**src/rtl/unified_mem_arbiter.sv**
```systemverilog
// ---------------------------------------------------------------------------
// unified_mem_arbiter
//
// Shares one single-port unified RAM between the IF stage (instruction fetch)
// and the MEM stage (load/store from the EX/MEM register). Each access holds
// the RAM interface stable for MEM_LATENCY cycles, latches the read data on
// the last cycle, and marks the requester as served. pipe_stall stays high
// while any active requester has not yet been served in the current pipeline
// cycle. MEM has priority over IF because it is the older instruction.
//
// Parameters:
//   MEM_LATENCY  RAM cycles per access (1..15)
//   ADDR_W       address width
//   DATA_W       data width
//
// Ports:
//   clk, rst                 clock (rising edge), async active-low reset
//   if_req, if_addr          instruction fetch request / PC
//   if_rdata                 fetched instruction (valid once IF is served)
//   mem_req, mem_we          data request, 1=store 0=load
//   mem_addr, mem_wdata      data address / store data
//   mem_rdata                load data (valid once MEM is served)
//   pipe_stall               freeze all pipeline registers and PC
//   ram_en, ram_we           RAM access / write enable (registered)
//   ram_addr, ram_wdata      RAM address / write data (registered)
//   ram_rdata                RAM read data, valid on last access cycle
//   stall_cycles             (ARB_PERF_CNT_EN only) saturating count of
//                            clock edges seen with pipe_stall=1
//
// Optional feature macro: ARB_PERF_CNT_EN
// ---------------------------------------------------------------------------
module unified_mem_arbiter #(
    parameter int unsigned MEM_LATENCY = 2,
    parameter int unsigned ADDR_W      = 32,
    parameter int unsigned DATA_W      = 32
) (
    input  logic              clk,
    input  logic              rst,
    input  logic              if_req,
    input  logic [ADDR_W-1:0] if_addr,
    output logic [DATA_W-1:0] if_rdata,
    input  logic              mem_req,
    input  logic              mem_we,
    input  logic [ADDR_W-1:0] mem_addr,
    input  logic [DATA_W-1:0] mem_wdata,
    output logic [DATA_W-1:0] mem_rdata,
    output logic              pipe_stall,
    output logic              ram_en,
    output logic              ram_we,
    output logic [ADDR_W-1:0] ram_addr,
    output logic [DATA_W-1:0] ram_wdata,
    input  logic [DATA_W-1:0] ram_rdata
`ifdef ARB_PERF_CNT_EN
    ,
    output logic [31:0]       stall_cycles
`endif
);

    typedef enum logic [1:0] {
        IDLE     = 2'd0,
        BUSY_MEM = 2'd1,
        BUSY_IF  = 2'd2
    } state_t;

    localparam logic [3:0] CNT_INIT = 4'(MEM_LATENCY - 1);

    state_t              state_q,      state_d;
    logic [3:0]          cnt_q,        cnt_d;
    logic                if_served_q,  if_served_d;
    logic                mem_served_q, mem_served_d;
    logic [DATA_W-1:0]   if_rdata_q,   if_rdata_d;
    logic [DATA_W-1:0]   mem_rdata_q,  mem_rdata_d;
    logic                ram_en_q,     ram_en_d;
    logic                ram_we_q,     ram_we_d;
    logic [ADDR_W-1:0]   ram_addr_q,   ram_addr_d;
    logic [DATA_W-1:0]   ram_wdata_q,  ram_wdata_d;

    logic mem_pend;
    logic if_pend;

    assign mem_pend   = mem_req & ~mem_served_q;
    assign if_pend    = if_req  & ~if_served_q;
    assign pipe_stall = mem_pend | if_pend;

    assign if_rdata  = if_rdata_q;
    assign mem_rdata = mem_rdata_q;
    assign ram_en    = ram_en_q;
    assign ram_we    = ram_we_q;
    assign ram_addr  = ram_addr_q;
    assign ram_wdata = ram_wdata_q;

    always_comb begin
        state_d      = state_q;
        cnt_d        = cnt_q;
        if_served_d  = if_served_q;
        mem_served_d = mem_served_q;
        if_rdata_d   = if_rdata_q;
        mem_rdata_d  = mem_rdata_q;
        ram_en_d     = ram_en_q;
        ram_we_d     = ram_we_q;
        ram_addr_d   = ram_addr_q;
        ram_wdata_d  = ram_wdata_q;

        // Pipeline advances: every requester starts a fresh pipeline cycle.
        // With no stall there is no pending request, so no grant can collide.
        if (!pipe_stall) begin
            if_served_d  = 1'b0;
            mem_served_d = 1'b0;
        end

        case (state_q)
            IDLE: begin
                if (mem_pend) begin
                    state_d     = BUSY_MEM;
                    ram_en_d    = 1'b1;
                    ram_we_d    = mem_we;
                    ram_addr_d  = mem_addr;
                    ram_wdata_d = mem_wdata;
                    cnt_d       = CNT_INIT;
                end else if (if_pend) begin
                    state_d    = BUSY_IF;
                    ram_en_d   = 1'b1;
                    ram_we_d   = 1'b0;
                    ram_addr_d = if_addr;
                    cnt_d      = CNT_INIT;
                end
            end
            BUSY_MEM, BUSY_IF: begin
                if (cnt_q != 4'd0) begin
                    cnt_d = cnt_q - 4'd1;
                end else begin
                    // Completion always sets the flag, even if the request was
                    // dropped meanwhile; a stale flag is cleared at the next
                    // advance and is harmless because it is masked by ~req.
                    if (state_q == BUSY_MEM) begin
                        if (!ram_we_q) mem_rdata_d = ram_rdata;
                        mem_served_d = 1'b1;
                    end else begin
                        if_rdata_d  = ram_rdata;
                        if_served_d = 1'b1;
                    end
                    ram_en_d = 1'b0;
                    ram_we_d = 1'b0;
                    state_d  = IDLE;
                end
            end
            default: state_d = IDLE;
        endcase
    end

    always_ff @(posedge clk or negedge rst) begin
        if (!rst) begin
            state_q      <= IDLE;
            cnt_q        <= 4'd0;
            if_served_q  <= 1'b0;
            mem_served_q <= 1'b0;
            if_rdata_q   <= '0;
            mem_rdata_q  <= '0;
            ram_en_q     <= 1'b0;
            ram_we_q     <= 1'b0;
            ram_addr_q   <= '0;
            ram_wdata_q  <= '0;
        end else begin
            state_q      <= state_d;
            cnt_q        <= cnt_d;
            if_served_q  <= if_served_d;
            mem_served_q <= mem_served_d;
            if_rdata_q   <= if_rdata_d;
            mem_rdata_q  <= mem_rdata_d;
            ram_en_q     <= ram_en_d;
            ram_we_q     <= ram_we_d;
            ram_addr_q   <= ram_addr_d;
            ram_wdata_q  <= ram_wdata_d;
        end
    end

`ifdef ARB_PERF_CNT_EN
    logic [31:0] stall_cnt_q, stall_cnt_d;

    always_comb begin
        stall_cnt_d = stall_cnt_q;
        if (pipe_stall && (stall_cnt_q != 32'hFFFF_FFFF))
            stall_cnt_d = stall_cnt_q + 32'd1;
    end

    always_ff @(posedge clk or negedge rst) begin
        if (!rst) stall_cnt_q <= 32'd0;
        else      stall_cnt_q <= stall_cnt_d;
    end

    assign stall_cycles = stall_cnt_q;
`endif

endmodule

```
**config.mk**
```make
export PLATFORM = sky130hd
export DESIGN_NAME = unified_mem_arbiter
export DESIGN_NICKNAME = d
export VERILOG_FILES = /design/src/rtl/unified_mem_arbiter.sv
export SDC_FILE = /design/constraint.sdc
export NUM_CORES = 1
export LEC_CHECK = 0
export ABC_AREA = 1
export CAP_MARGIN = 10
export CORE_MARGIN = 2
export CORE_UTILIZATION = 40
export CTS_BUF_LIST = sky130_fd_sc_hd__clkbuf_2
export CTS_CLUSTER_DIAMETER = 80
export DETAILED_ROUTE_END_ITERATION = 10
export GPL_TIMING_DRIVEN = 0
export PLACE_DENSITY = 0.8
export REMOVE_ABC_BUFFERS = 1
export SLEW_MARGIN = 20
export SYNTH_ARGS = -nofsm -noshare
export SYNTH_HDL_FRONTEND = slang
export SYNTH_SLANG_ARGS = --single-unit
export TNS_END_PERCENT = 20
```
**constraint.sdc**
```tcl
create_clock -name clk -period 2.4 [get_ports clk]
set_clock_uncertainty 0.1 [all_clocks]
set_input_delay 0.48 -clock clk [delete_from_list [all_inputs] [get_ports clk]]
set_output_delay 0.48 -clock clk [all_outputs]
set_load 0.01 [all_outputs]
```
==> flow_summary.yaml <==
clocking:
  clkTransAtPathRegs_ps: 190
  cts_tree: "yes"
  root_buffer: "clkbuf_2"
  cts.sinks: 138
  htree_levels: 4
  clock_path_buffers: 2
  cts_buffers: 17
  worstSkewPairLatency_ps: 660
finish:
  drive_gt1_share_pct: 11.2
  syn_to_final_growth_pct: 48.8
  stdcell_count: 1150
  nets: 1088
  multi_input_area_sq_mm: 0.00230
  regArea_sq_mm: 0.00345
  fillers: 1360
  final_cell_area_sq_mm: 0.00913
routing:
  wire_per_inst_um: 14.2
  wl_met2_um: 7810
  vias: 5434
  top_layer: "met4"
  drt-initial-drc-count: 256
  drt-total-wl_um: 16400
  drtPass1Iterations: 4
  viasPerCell: 4.73
  wl_met3_um: 1490
  wl_met1_um: 6870
  drcViolationCount: 0
  ant_nets: 0
die:
  die_w_um: 128
  dieHeight_um: 128
  num_rows: 45
  die_area_sq_mm: 0.0163
  coreArea_sq_mm: 0.0151
  start_util_pct: 40.7
  ios: 264
yosys:
  ys_types: 24
  synth.most_common_cell: "nand2_1"
  synth_area_sq_mm: 0.00613
  yosys-top-cells-area: "dfrtp_1 56%, nand2_1 19%, o21ai_2 7.7%, nand3_1 3.0%, inv_1 2.6%"
  synth_mux_area_share_pct: 0
  synth_edf_count: 0
  ys.flop_type: "dfrtp_1"
  synth_cells: 697
  synth_compound_area_share_pct: 11.6
  synth_top_cell_area_share_pct: 56.3
  ys_seq_area_share_pct: 56.3
  synth_commonest_cells: "316 x nand2_1, 138 x dfrtp_1, 54 x o21ai_2"
  synth_top_cell_by_area: "dfrtp_1"
  synth_area_per_cell_sq_um: 8.80
  yosysWarnings: 0
  synth_fa_ha_area_share_pct: 0.816
  synth_simple_gate_area_share_pct: 23.9
  async_flop_share_pct: 100
  ys_ff_latch: 138
  synth-xor-area-share_pct: 0.143
  synth_top_family_by_area: "simple AND/OR/NAND/NOR gates"
power_and_ir_drop:
  peakVddDrop_mv: 0.575
  leakagePower_uw: 0.00448
  powerDensity_mw_per_mm2: 1230
  p_total_uw: 11200
placed_design:
  dpl-instance-area_sq_mm: 0.00879
  pre_cts_ws_ps: -1360
  gp_congestion: 0.784
  port-buffer-count: 263
  dpl.hpwl_um: 11000
  dp.cells: 1111
worst_setup_path:
  rr_worst_depth: 9
  worstPathRequired_ps: 1820
  crit_path_max_fanout: 18
  slowest_delay_ps: 740
  cp-end-kind: "output pin"
  rr_startpoint: "state_q[1]$_DFFE_PN0P_"
  crit_path_top_delay_cell: "clkdlybuf4s50_1"
  arrival_ps: 1800
  crit_type: "primary input to output pin"
  rrSetupSlack_ps: 270
  start_kind: "primary input"
  reg2reg_to: "ram_addr[0]$_DFFE_PN0P_"
  path_cells: "clkdlybuf4s50_1 > nand2_8 > nand2_4 > clkdlybuf4s15_2"
timing:
  period_needed_ps: 2380
  rsz0062_at_grt: "yes"
  clock.fmax_mhz: 420
  setup_viol: 0
  setup_slack_ps: 18.0
  slew_headroom_pct: 43.6
  maxSlewViolCount: 0
  hold_violations: 0
  tightest_slew_ps: 846
  timing.final.crit_share_pct: 99.3
job:
  maxCapViolations: 0
global_routing:
  grt_pass1_vias: 5424
  grt_first_pass_wirelength_um: 26800
  grt_use_total_pct: 20.9
  grt_max_degree: 81
  overflow: 0
  antenna_found_initial: 1
hold_path:
  worstHoldPathType: "primary input to async pin"
run_status:
  outcome: "finished, final reports clean"
## what timing repair did
item / in CTS / in global routing
resized for setup: 11 / 3
endpoints found under the setup margin: 72 / 49
endpoints found under the hold margin: 93 / 0
hold buffers: 1 / 0
pin swaps: 2 / 0
setup buffers: 2 / 3
gates cloned: 3 / 0
## power by group
part / internal, uW / total (uW) / switching [uW] / leakage [uW]
clock network: 454 / 1270 / 813 / 0.000122
logic: 2990 / 5940 / 2950 / 0.00266
registers: 3440 / 4020 / 586 / 0.00170
total: 6880 / 11200 / 4350 / 0.00448
## logic make-up after synthesis
group                    Yosys count
AND/OR/NAND/NOR                  367
adder cells (fa/ha/maj)            4
buffers and inverters             86
XOR/XNOR                           1
flip-flops                       138
AO/OA/AOI/OAI                    101
## state kept, by name, summed over array words and instances, names as in the netlist
signal and cells:
ram_addr 32, if_served_q 1, cnt_q 4, if_rdata 32, mem_served_q 1, state_q 2, ram_wdata 32, ram_we 1
mem_rdata 32, ram_en 1
## metal layers
metal  global-route usage, %  vias up
met5                       0        -
met4                    5.62        0
met3                    7.64       14
met2                    35.1      208
met1                    25.4     2519
li1                        -     2693
## metrics by stage
stage	utilization, %	setup TNS [ps]	hold WS [ps]
6_report	60.5	0	184
5_1_grt	60.5	-46.8	112
4_1_cts	60.2	-5.65	130
3_5_place_dp	58.3	-68000	341
3_3_place_gp	57.9	-772220	353
2_1_floorplan	-	-6610	84.4
## worst max path at each step
stage	startpoint	to	slack, ps	cells past startpoint
global placement	rst	ram_addr[4]$_DFFE_PN0P_	-4850	1
CTS	mem_served_q$_DFF_PN0_	pipe_stall	-6	4
detailed placement	mem_req	state_q[0]$_DFFE_PN0P_	-1360	5
floorplan	state_q[0]$_DFFE_PN0P_	ram_addr[0]$_DFFE_PN0P_	-200	6
global route	mem_served_q$_DFF_PN0_	pipe_stall	-50	4
finish	mem_req	pipe_stall	20	4
## layout make-up
cell class                 instances  area share [%]
antenna                            1          0.0274
clock buffer                      19            1.04
clock inverter                    10            1.15
inverter                          47            2.03
multi-input combinational        475            25.2
sequential                       138            37.8
tap                              188            2.58
timing repair buffer             271            30.1
timing repair inverter             1          0.0822
## placed cells by master (no fill, tap or decap), drive strengths merged, types with 2 or more instances in the layout
master and instances:
clkbuf 19, clkdlybuf4s50 260, inv 46, o21ai 100, bufinv 2, nand2 321
ha 4, buf 8, dfrtp 138, clkinvlp 5, nand3 38, clkinv 5
nor2 9
## worst max-delay path: cells and delay by family
kind | cells | cell delay (ps)
buf+inv | 2 | 980
simple gates | 2 | 330
Note: power is estimated with default switching activity, not from simulation.
